**config.mk**
```make
export PLATFORM = sky130hd
export DESIGN_NAME = mem_stage_lsu
export DESIGN_NICKNAME = d
export VERILOG_FILES = /design/src/rtl/mem_pkg.sv /design/src/rtl/lsu_align.sv /design/src/rtl/mem_stage_lsu.sv
export SDC_FILE = /design/constraint.sdc
export NUM_CORES = 1
export LEC_CHECK = 0
export CAP_MARGIN = 15
export CELL_PAD_IN_SITES_DETAIL_PLACEMENT = 1
export CELL_PAD_IN_SITES_GLOBAL_PLACEMENT = 1
export CORE_UTILIZATION = 39
export CTS_CLUSTER_SIZE = 16
export DETAILED_ROUTE_END_ITERATION = 12
export PLACE_DENSITY_LB_ADDON = 0.08
export SLEW_MARGIN = 10
export SYNTH_ARGS = -nofsm -noshare
export SYNTH_HDL_FRONTEND = slang
export SYNTH_HIERARCHICAL = 1
export SYNTH_SLANG_ARGS = --single-unit
```
**constraint.sdc**
```tcl
create_clock -name clk -period 4.05 [get_ports clk]
set_input_delay 0.6075 -clock clk [delete_from_list [all_inputs] [get_ports clk]]
set_output_delay 0.6075 -clock clk [all_outputs]
set_load 0.02 [all_outputs]
```
**src/rtl/mem_pkg.sv**
```systemverilog
// Shared load/store definitions: funct3 access modes, LSU state encoding,
// byte-enable constants and mode legality helpers.
package mem_pkg;

  localparam logic [2:0] MODE_B  = 3'b000;
  localparam logic [2:0] MODE_H  = 3'b001;
  localparam logic [2:0] MODE_W  = 3'b010;
  localparam logic [2:0] MODE_BU = 3'b100;
  localparam logic [2:0] MODE_HU = 3'b101;

  localparam logic [3:0] BE_ALL     = 4'b1111;
  localparam logic [3:0] BE_BYTE0   = 4'b0001;
  localparam logic [3:0] BE_HALF_LO = 4'b0011;
  localparam logic [3:0] BE_HALF_HI = 4'b1100;

  typedef enum logic [1:0] {
    ST_IDLE = 2'd0,
    ST_REQ  = 2'd1,
    ST_DONE = 2'd2
  } lsu_state_e;

  function automatic logic is_load_mode(input logic [2:0] mode);
    case (mode)
      MODE_B, MODE_H, MODE_W, MODE_BU, MODE_HU: return 1'b1;
      default:                                  return 1'b0;
    endcase
  endfunction

  function automatic logic is_store_mode(input logic [2:0] mode);
    case (mode)
      MODE_B, MODE_H, MODE_W: return 1'b1;
      default:                return 1'b0;
    endcase
  endfunction

endpackage

```
**src/rtl/lsu_align.sv**
```systemverilog
// Combinational datapath of the LSU: store lane steering, load extraction
// with sign/zero extension, and access fault detection.
module lsu_align
  import mem_pkg::*;
(
  input  logic        mem_read,
  input  logic        mem_write,
  input  logic [2:0]  mode,
  input  logic [31:0] addr,
  input  logic [31:0] store_data,
  input  logic [31:0] rdata,
  output logic [3:0]  be,
  output logic [31:0] wdata,
  output logic [31:0] load_data,
  output logic        fault
);

  logic        misalign;
  logic [31:0] shifted;

  // Fault: conflicting controls, illegal mode for the access type, or misalignment.
  always_comb begin
    case (mode[1:0])
      2'b01:   misalign = addr[0];
      2'b10:   misalign = (addr[1:0] != 2'b00);
      default: misalign = 1'b0;
    endcase
    fault = (mem_read & mem_write)
          | (mem_read  & (~is_load_mode(mode)  | misalign))
          | (mem_write & (~is_store_mode(mode) | misalign));
  end

  // Store lane steering; loads request the full word with no write data.
  always_comb begin
    be    = BE_ALL;
    wdata = '0;
    if (mem_write) begin
      case (mode)
        MODE_B: begin
          be    = BE_BYTE0 << addr[1:0];
          wdata = {4{store_data[7:0]}};
        end
        MODE_H: begin
          be    = addr[1] ? BE_HALF_HI : BE_HALF_LO;
          wdata = {2{store_data[15:0]}};
        end
        MODE_W:  wdata = store_data;
        default: wdata = '0;
      endcase
    end
  end

  // Load extraction: shift the addressed lane down, then extend.
  always_comb begin
    shifted = rdata >> {addr[1:0], 3'b000};
    case (mode)
      MODE_B:  load_data = {{24{shifted[7]}}, shifted[7:0]};
      MODE_H:  load_data = {{16{shifted[15]}}, shifted[15:0]};
      MODE_W:  load_data = shifted;
      MODE_BU: load_data = {24'h0, shifted[7:0]};
      MODE_HU: load_data = {16'h0, shifted[15:0]};
      default: load_data = '0;
    endcase
  end

endmodule

```
**src/rtl/mem_stage_lsu.sv**
```systemverilog
// MEM pipeline stage: sequences data-memory accesses, stalls the front of
// the pipe while a request is outstanding and owns the MEM/WB register.
//
// state | meaning
// IDLE  | no access in flight; non-memory instructions pass straight through
// REQ   | request outstanding on the memory port, waiting for a fresh ack
// DONE  | load data buffered; MEM/WB takes the instruction, pipe released
module mem_stage_lsu
  import mem_pkg::*;
(
  input  logic        clk,
  input  logic        rst_n,
  input  logic        regWrite_M,
  input  logic        memWrite_M,
  input  logic        memRead_M,
  input  logic        resultScr_M,
  input  logic [31:0] alu_rsl_M,
  input  logic [31:0] write_Data_M,
  input  logic [4:0]  rd_M,
  input  logic [2:0]  mode_M,
  output logic        dmem_req,
  output logic        dmem_we,
  output logic [31:0] dmem_addr,
  output logic [3:0]  dmem_be,
  output logic [31:0] dmem_wdata,
  input  logic        dmem_ack,
  input  logic [31:0] dmem_rdata,
  output logic        regWrite_W,
  output logic        resultScr_W,
  output logic [31:0] alu_rsl_W,
  output logic [31:0] read_data_W,
  output logic [4:0]  rd_W,
  output logic        stall_M,
  output logic        fault_M
);

  lsu_state_e  state, state_next;
  logic [3:0]  be_c;
  logic [31:0] wdata_c, load_c, load_buf;
  logic        fault_c, ack_prev, ack_fresh, access;

  lsu_align u_align (
    .mem_read   (memRead_M),
    .mem_write  (memWrite_M),
    .mode       (mode_M),
    .addr       (alu_rsl_M),
    .store_data (write_Data_M),
    .rdata      (dmem_rdata),
    .be         (be_c),
    .wdata      (wdata_c),
    .load_data  (load_c),
    .fault      (fault_c)
  );

  assign access = memRead_M | memWrite_M;
  // An ack only counts on its rising edge, so a held ack completes one request.
  assign ack_fresh = dmem_ack & ~ack_prev;

  // Next-state, stall and fault pulse; both hazard outputs are quiet in reset.
  always_comb begin
    state_next = state;
    stall_M    = 1'b0;
    fault_M    = 1'b0;
    case (state)
      ST_IDLE: begin
        if (access) begin
          if (fault_c) begin
            fault_M = 1'b1;
          end else begin
            stall_M    = 1'b1;
            state_next = ST_REQ;
          end
        end
      end
      ST_REQ: begin
        stall_M = 1'b1;
        if (ack_fresh) state_next = ST_DONE;
      end
      ST_DONE: state_next = ST_IDLE;
      default: state_next = ST_IDLE;
    endcase
    if (!rst_n) begin
      stall_M = 1'b0;
      fault_M = 1'b0;
    end
  end

  // State register and ack edge history.
  always_ff @(posedge clk or negedge rst_n) begin
    if (!rst_n) begin
      state    <= ST_IDLE;
      ack_prev <= 1'b0;
    end else begin
      state    <= state_next;
      ack_prev <= dmem_ack;
    end
  end

  // Memory port: launched on REQ entry, held until the ack, then released.
  always_ff @(posedge clk or negedge rst_n) begin
    if (!rst_n) begin
      dmem_req   <= 1'b0;
      dmem_we    <= 1'b0;
      dmem_addr  <= '0;
      dmem_be    <= '0;
      dmem_wdata <= '0;
      load_buf   <= '0;
    end else if (state == ST_IDLE && state_next == ST_REQ) begin
      dmem_req   <= 1'b1;
      dmem_we    <= memWrite_M;
      dmem_addr  <= {alu_rsl_M[31:2], 2'b00};
      dmem_be    <= be_c;
      dmem_wdata <= wdata_c;
    end else if (state == ST_REQ && ack_fresh) begin
      dmem_req <= 1'b0;
      load_buf <= load_c;
    end
  end

  // MEM/WB register: bubble while stalled, otherwise take the instruction.
  always_ff @(posedge clk or negedge rst_n) begin
    if (!rst_n) begin
      regWrite_W  <= 1'b0;
      resultScr_W <= 1'b0;
      alu_rsl_W   <= '0;
      read_data_W <= '0;
      rd_W        <= '0;
    end else if (stall_M) begin
      regWrite_W  <= 1'b0;
      resultScr_W <= 1'b0;
      alu_rsl_W   <= '0;
      read_data_W <= '0;
      rd_W        <= '0;
    end else begin
      regWrite_W  <= regWrite_M & ~fault_c;
      resultScr_W <= resultScr_M;
      alu_rsl_W   <= alu_rsl_M;
      read_data_W <= (memRead_M & ~fault_c) ? load_buf : 32'h0;
      rd_W        <= rd_M;
    end
  end

endmodule

```
==> flow_metrics.tcl, run 1 <==
set metrics [dict create \
    synth_edf_count 0 \
    fin_setup_tns_ns 0 \
    drv_cap 0 \
    grt_pass1_wl_mm 34.1 \
    drive_above_1_share_pct 18.6 \
    fin_nets 945 \
    dp_hpwl_mm 14.9 \
    htreeDepth 4 \
    wl_per_cell_um 19.7 \
    syn_area_um2 7510 \
    synth_cell_type_count 45 \
    p_leak_nw 4.81 \
    layout_common_cells "250 x clkdlybuf4s50_1, 174 x dfrtp_1, 80 x mux2_2" \
    diodes 0 \
    tightest_slew_ns 1.04 \
    crit_type "input pin to primary output" \
    whs_ns 0.473 \
    globalplace.congestion 0.789 \
    cts_sinks 174 \
    vias_per_cell 5.04 \
    critPathMaxStageDelay_ns 0.55 \
    initial_core_util_pct 40.0 \
    period_minus_slack_ns 3.78 \
    totalWireLength_mm 21.3 \
    root_buffer "clkbuf_16" \
    hp-class "register to register" \
    fp.dieW_um 141 \
    tritoncts "yes" \
    portBuffers 251 \
    numCtsBuffers 17 \
    synth_ff_type "dfrtp_1" \
    gr-total-overflow 0 \
    num_vias 5438 \
    coreArea_um2 18800 \
    die_area_um2 19800 \
    grt_max_degree 173 \
    async_flop_share_pct 100 \
    antenna_found_initial 0 \
    dr.pass1.iters 4 \
    fin_crit_sh_pct 93.2 \
    relSlewSlack_pct 30.8 \
    status "completed" \
    grt_pass1_vias 6047 \
    finalClockSkew_ns 0.00740 \
    cp-end-kind "primary output" \
    cts_max_path_buffers 2 \
    area_growth_pct 44.1 \
    clock_latency_ns 0.42 \
    drc_errors 0 \
    syn_inst 585 \
    ios 254 \
    die_h_um 141 \
    cp-start-kind "input pin" \
    cp_top_family "buffers and inverters" \
    ys_ff_latch 174 \
    ys_seq_area_share_pct 58.0 \
    post_cts_resized 0 \
    cp_cell_sequence "clkdlybuf4s50_1 > inv_1 > ha_1 > nor2b_1 > nor3_2 > a221oi_2 > nor2_1 > o21ba_2 > o21ai_2 > inv_1 > clkdlybuf4s50_1" \
    rsz0062_at_grt "no" \
    final_common_cell "clkdlybuf4s50_1" \
    fmax_mhz 265 \
    ys_warn_count 6 \
    path_clk_slew_ns 0.07 \
    crit_path_max_fanout 13 \
    hold_viol_final 0 \
    path_buf_inv 4 \
    avgSynthCellArea_um2 12.8 \
    drt_iter0_markers 140 \
    p_per_area_nw_per_um2 559 \
    critPathArrivalTime_ns 3.17 \
    critPathSlowestCell "clkdlybuf4s50_1" \
    setup-violations-final 0 \
    drtAntennaViolNets 0 \
    vdd_drop_max_mv 0.291 \
    std_cell_rows 50 \
    drv_slew 0 \
    grt.total_usage_pct 22.5 \
    required_ns 3.44 \
]
[final timing paths]
| check | slack (ns) | from | cells past startpoint | to |
|---|---|---|---|---|
| min in group asynchronous | 0.53 | rst_n | 2 | alu_rsl_W[6] |
| max reg2reg | 2.03 | state[0] | 2 | dmem_wdata[17] |
| max | 0.27 | mode_M[0] | 11 | stall_M |
| max in group asynchronous | 2.40 | rst_n | 3 | read_data_W[14] |
| min | 0.47 | load_buf[24] | 1 | read_data_W[24] |
| min reg2reg | 0.47 | load_buf[24] | 1 | read_data_W[24] |
[layer usage]
metal / wire, µm / GRT usage, % / vias to the layer above / part of all wire, %
li1: - / - / 2502 / -
met1: 9360 / 29.3 / 2712 / 44
met2: 10200 / 37.0 / 195 / 48
met3: 1280 / 5.43 / 29 / 6.0
met4: 382 / 7.32 / 0 / 1.8
met5: 0 / 0 / - / 0
[stage by stage]
stage	setup WS (ns)	instance area, µm²	utilization [%]	power (mW)	std cells
2_1_floorplan	0.928	7510	-	3.40	586
3_3_place_gp	0.370	10200	54.3	4.28	1045
3_5_place_dp	0.242	10200	54.3	4.36	1045
4_1_cts	0.251	10800	57.7	6.14	1078
5_1_grt	0.126	10800	57.7	6.35	1078
6_report	0.274	10800	57.7	6.05	1078
[registers in the layout (all words and copies together), names as in the netlist]
name / cells
dmem_wdata: 32
alu_rsl_W: 32
dmem_we: 1
resultScr_W: 1
load_buf: 32
state: 2
dmem_be: 4
dmem_addr: 30
rd_W: 5
regWrite_W: 1
read_data_W: 32
dmem_req: 1
ack_prev: 1
[area by class of cell]
type	instances	area, µm²
inverter	9	33.8
clock buffer	18	429
timing repair buffer	264	2630
multi-input combinational	365	2890
fill	1877	7950
sequential	174	4350
clock inverter	14	195
tap	234	293
[where the power goes]
group	internal [mW]	switching (mW)	leakage, nW
Sequential	2.17	0.214	2.24
Clock	1.00	0.742	0.304
Combinational	1.02	0.909	2.27
[repair_timing]
action,4_1_cts,5_1_grt
hold buffers,1,0
endpoints found under the hold margin,2,0
setup buffers,0,0
[kinds of logic (layout without fill, tap and decap cells)]
family                   after synthesis  in the layout  synth area share, %
flip-flops                           174            174                 58.0
AND/OR/NAND/NOR                      161            161                 12.0
multiplexers                         110            110                 17.3
AO/OA/AOI/OAI                         89             89                 8.41
buffers and inverters                 47            305                 3.83
adder cells (fa/ha/maj)                3              3                0.500
other                                  1              2               0.0499
[worst register-to-register path, cell delays in order, from the launching register on]
cell and delay (ns):
dfrtp_1 0.45, or4_4 0.97, mux2_4 0.48
[Yosys cell counts, types with 4 or more instances]
| master | n | area [µm²] |
|---|---|---|
| dfrtp_1 | 174 | 4350 |
| mux2_2 | 80 | 901 |
| and2_1 | 79 | 494 |
| nand2_1 | 46 | 173 |
| mux2_4 | 19 | 285 |
| a21oi_1 | 17 | 85.1 |
| a22o_1 | 17 | 149 |
| a211oi_1 | 14 | 105 |
| buf_2 | 14 | 70.1 |
| o21ai_0 | 12 | 60.1 |
| clkbuf_1 | 11 | 41.3 |
| mux2i_1 | 11 | 110 |
| nor2_1 | 11 | 41.3 |
| nor2b_1 | 11 | 68.8 |
| inv_1 | 8 | 30.0 |
| a21boi_0 | 6 | 45.0 |
| o22ai_1 | 6 | 37.5 |
| o31ai_1 | 6 | 45.0 |
| buf_6 | 5 | 56.3 |
| o21ai_1 | 4 | 20.0 |
No activity file was read; power rests on OpenSTA's default activity.
==> inputs of run 2 (changes only) <==
--- a/config.mk
+++ b/config.mk
@@ -12,7 +12,6 @@
 export CTS_CLUSTER_SIZE = 16
 export DETAILED_ROUTE_END_ITERATION = 12
 export PLACE_DENSITY_LB_ADDON = 0.08
-export SLEW_MARGIN = 10
 export SYNTH_ARGS = -nofsm -noshare
 export SYNTH_HDL_FRONTEND = slang
 export SYNTH_HIERARCHICAL = 1
==> results of run 2 <==
No change in the layout: final DEF, timing and power equal those of run 1.
==> inputs of run 3 (changes only) <==
--- a/config.mk
+++ b/config.mk
@@ -5,10 +5,11 @@
 export SDC_FILE = /design/constraint.sdc
 export NUM_CORES = 1
 export LEC_CHECK = 0
+export ABC_AREA = 1
 export CAP_MARGIN = 15
 export CELL_PAD_IN_SITES_DETAIL_PLACEMENT = 1
 export CELL_PAD_IN_SITES_GLOBAL_PLACEMENT = 1
-export CORE_UTILIZATION = 39
+export CORE_UTILIZATION = 36
 export CTS_CLUSTER_SIZE = 16
 export DETAILED_ROUTE_END_ITERATION = 12
 export PLACE_DENSITY_LB_ADDON = 0.08
==> run 3 against run 2 <==
Net effect:
- via count up 29%
- clock skew rose by 0.0098 ns
- die area is 14% higher
- clock power is 6% lower
- combinational power grew 7%
- sequential power is essentially flat
- wire length up 13%
- largest cell class unchanged
==> flow_metrics.tcl, run 3 <==
set metrics [dict create \
    drc_errors 0 \
    wl_per_cell_um 16.2 \
    portBuffers 251 \
    grt.total_usage_pct 21.8 \
    yosysMostFrequentCell "nand2_1" \
    layout_common_cells "324 x nand2_1, 250 x clkdlybuf4s50_1, 174 x dfrtp_1" \
    gr-total-overflow 0 \
    fmax_mhz 277 \
    crit_type "input pin to primary output" \
    std_cell_rows 53 \
    crit_path_max_fanout 4 \
    avgSynthCellArea_um2 8.19 \
    diodes 0 \
    grt_pass1_wl_mm 38.1 \
    ios 254 \
    totalWireLength_mm 24.0 \
    tritoncts "yes" \
    die_h_um 150 \
    dr.pass1.iters 4 \
    synth_ff_type "dfrtp_1" \
    antenna_found_initial 0 \
    globalplace.congestion 0.817 \
    syn_area_um2 7920 \
    synth_commonest_cells "325 x nand2_1, 174 x dfrtp_1, 132 x inv_1" \
    drive_above_1_share_pct 5.30 \
    area_growth_pct 40.7 \
    p_int_mw 3.89 \
    fin_crit_sh_pct 89.3 \
    setup-violations-final 0 \
    p_leak_nw 5.50 \
    nFillCells 2534 \
    fin_setup_tns_ns 0 \
    fin_nets 1308 \
    coreArea_um2 21300 \
    dp_hpwl_mm 17.1 \
    ys_seq_area_share_pct 55.0 \
    p_per_area_nw_per_um2 546 \
    p_clk_share_pct 26.7 \
    syn_inst 967 \
    hp-class "input pin to async pin" \
    die_area_um2 22600 \
    holdBufCountCts 0 \
    cts_sinks 174 \
    critPathArrivalTime_ns 3.01 \
    vias_per_cell 4.74 \
    clock_latency_ns 0.43 \
    cp-start-kind "input pin" \
    numCtsBuffers 17 \
    swShare_pct 36.0 \
    async_flop_share_pct 100 \
    drv_cap 0 \
    synth_top_area_share_pct 55.0 \
    fp.dieW_um 150 \
    path_clk_slew_ns 0.07 \
    num_vias 7029 \
    htreeDepth 4 \
    startpoint "mode_M[0]" \
    cts_max_path_buffers 2 \
    post_cts_resized 0 \
    relSlewSlack_pct 33.8 \
    final_common_cell "nand2_1" \
    initial_core_util_pct 37.2 \
    ys_ff_latch 174 \
    setup_ws_ns 0.435 \
    post_cts_buffers 0 \
    comb_power_share_pct 33.8 \
    yosys.area.top_type "dfrtp_1" \
    vdd_drop_max_mv 0.345 \
    drt_iter0_markers 288 \
    status "completed" \
    r2r_start "state[1]" \
    period_minus_slack_ns 3.62 \
    finalClockSkew_ns 0.0172 \
    pre_cts_ws_ns 0.412 \
    p_seq_share_pct 39.5 \
    tightest_slew_ns 0.992 \
    synth_area_leaders "dfrtp_1 55%, nand2_1 15%, inv_1 6.3%, a21oi_1 5.6%, nand3_1 3.1%" \
    root_buffer "clkbuf_16" \
    required_ns 3.44 \
    drtAntennaViolNets 0 \
    ys_warn_count 6 \
    net-switching-power_mw 2.19 \
    drv_slew 0 \
    synth_cell_type_count 29 \
    grt_pass1_vias 7138 \
    rsz0062_at_grt "no" \
    synth_edf_count 0 \
    hold_viol_final 0 \
    grt_max_degree 129 \
    cp-end-kind "primary output" \
]
[run 3: cell count changes in the layout (fill, tap and decap cells not counted), moves of 19 or more]
cell,delta
o21ai_1,+36
nand2_1,+278
mux2_4,-19
a21oi_1,+72
inv_1,+124
and2_1,-79
nand3_1,+49
mux2_2,-80
o21ai_0,+36
[run 3: layout make-up]
type / count / area, µm² / share of cell area [%]
flip-flops and latches: 174 / 4350 / 39.1
multi-input cells: 603 / 2720 / 24.4
repair buffers: 263 / 2630 / 23.6
inverters: 135 / 512 / 4.59
clock buffers: 18 / 439 / 3.94
well taps: 275 / 344 / 3.09
clock inverters: 14 / 143 / 1.28
[run 3: power groups by stage]
| stage | registers, mW | clock network [mW] | logic, mW |
|---|---|---|---|
| detailed placement | 2.43 | 0 | 2.07 |
| global placement | 2.42 | 0 | 2.03 |
| global route | 2.45 | 1.74 | 2.23 |
| floorplan | 2.80 | 0 | 0.638 |
| CTS | 2.41 | 1.67 | 2.08 |
| finish | 2.40 | 1.63 | 2.06 |
[run 3: kinds of logic after synthesis]
kind of cell | Yosys count | share of synthesized area (%)
flip-flops | 174 | 55.0
AND/OR/NAND/NOR | 412 | 21.5
AO/OA/AOI/OAI | 186 | 12.0
buffers and inverters | 191 | 10.9
other | 1 | 0.0474
adder cells (fa/ha/maj) | 3 | 0.474
[run 3: per-stage QoR]
stage	utilization [%]	power, mW	std cells	area, µm²	hold WS, ns
detailed placement	49.6	4.51	1450	10600	0.461
global route	52.4	6.42	1482	11100	0.149
global placement	49.6	4.45	1450	10600	0.453
finish	52.4	6.08	1482	11100	0.116
floorplan	-	3.44	968	7920	0.312
CTS	52.4	6.16	1482	11100	0.132
[run 3: layer usage]
| metal | track usage, % | up-vias | wire [µm] |
|---|---|---|---|
| met5 | 0 | - | 0 |
| met4 | 6.21 | 0 | 316 |
| met3 | 4.33 | 14 | 1490 |
| met2 | 35.0 | 189 | 11100 |
| met1 | 29.8 | 3372 | 11100 |
| li1 | - | 3454 | - |
[run 3: path summary, 6_finish.rpt]
| kind | slack (ns) | cells past startpoint | end |
|---|---|---|---|
| setup / recovery | 0.43 | 13 | stall_M |
| hold / removal | 0.12 | 1 | alu_rsl_W[15] |
| setup reg to reg | 2.55 | 5 | dmem_be[2] |
| hold reg to reg | 0.47 | 2 | load_buf[10] |
| max in group asynchronous | 2.53 | 2 | load_buf[8] |
| min in group clk | 0.47 | 2 | load_buf[10] |
[run 3: worst max-delay path: stages]
cell and delay [ns]:
clkdlybuf4s50_1 0.48, inv_1 0.07, ha_1 0.29, inv_1 0.06, nor2_1 0.04, nand2_1 0.08
nand2_1 0.06, nand2_1 0.05, nand3_1 0.23, nor2_1 0.16, nand2_1 0.09, a21oi_1 0.14
clkdlybuf4s50_1 0.67
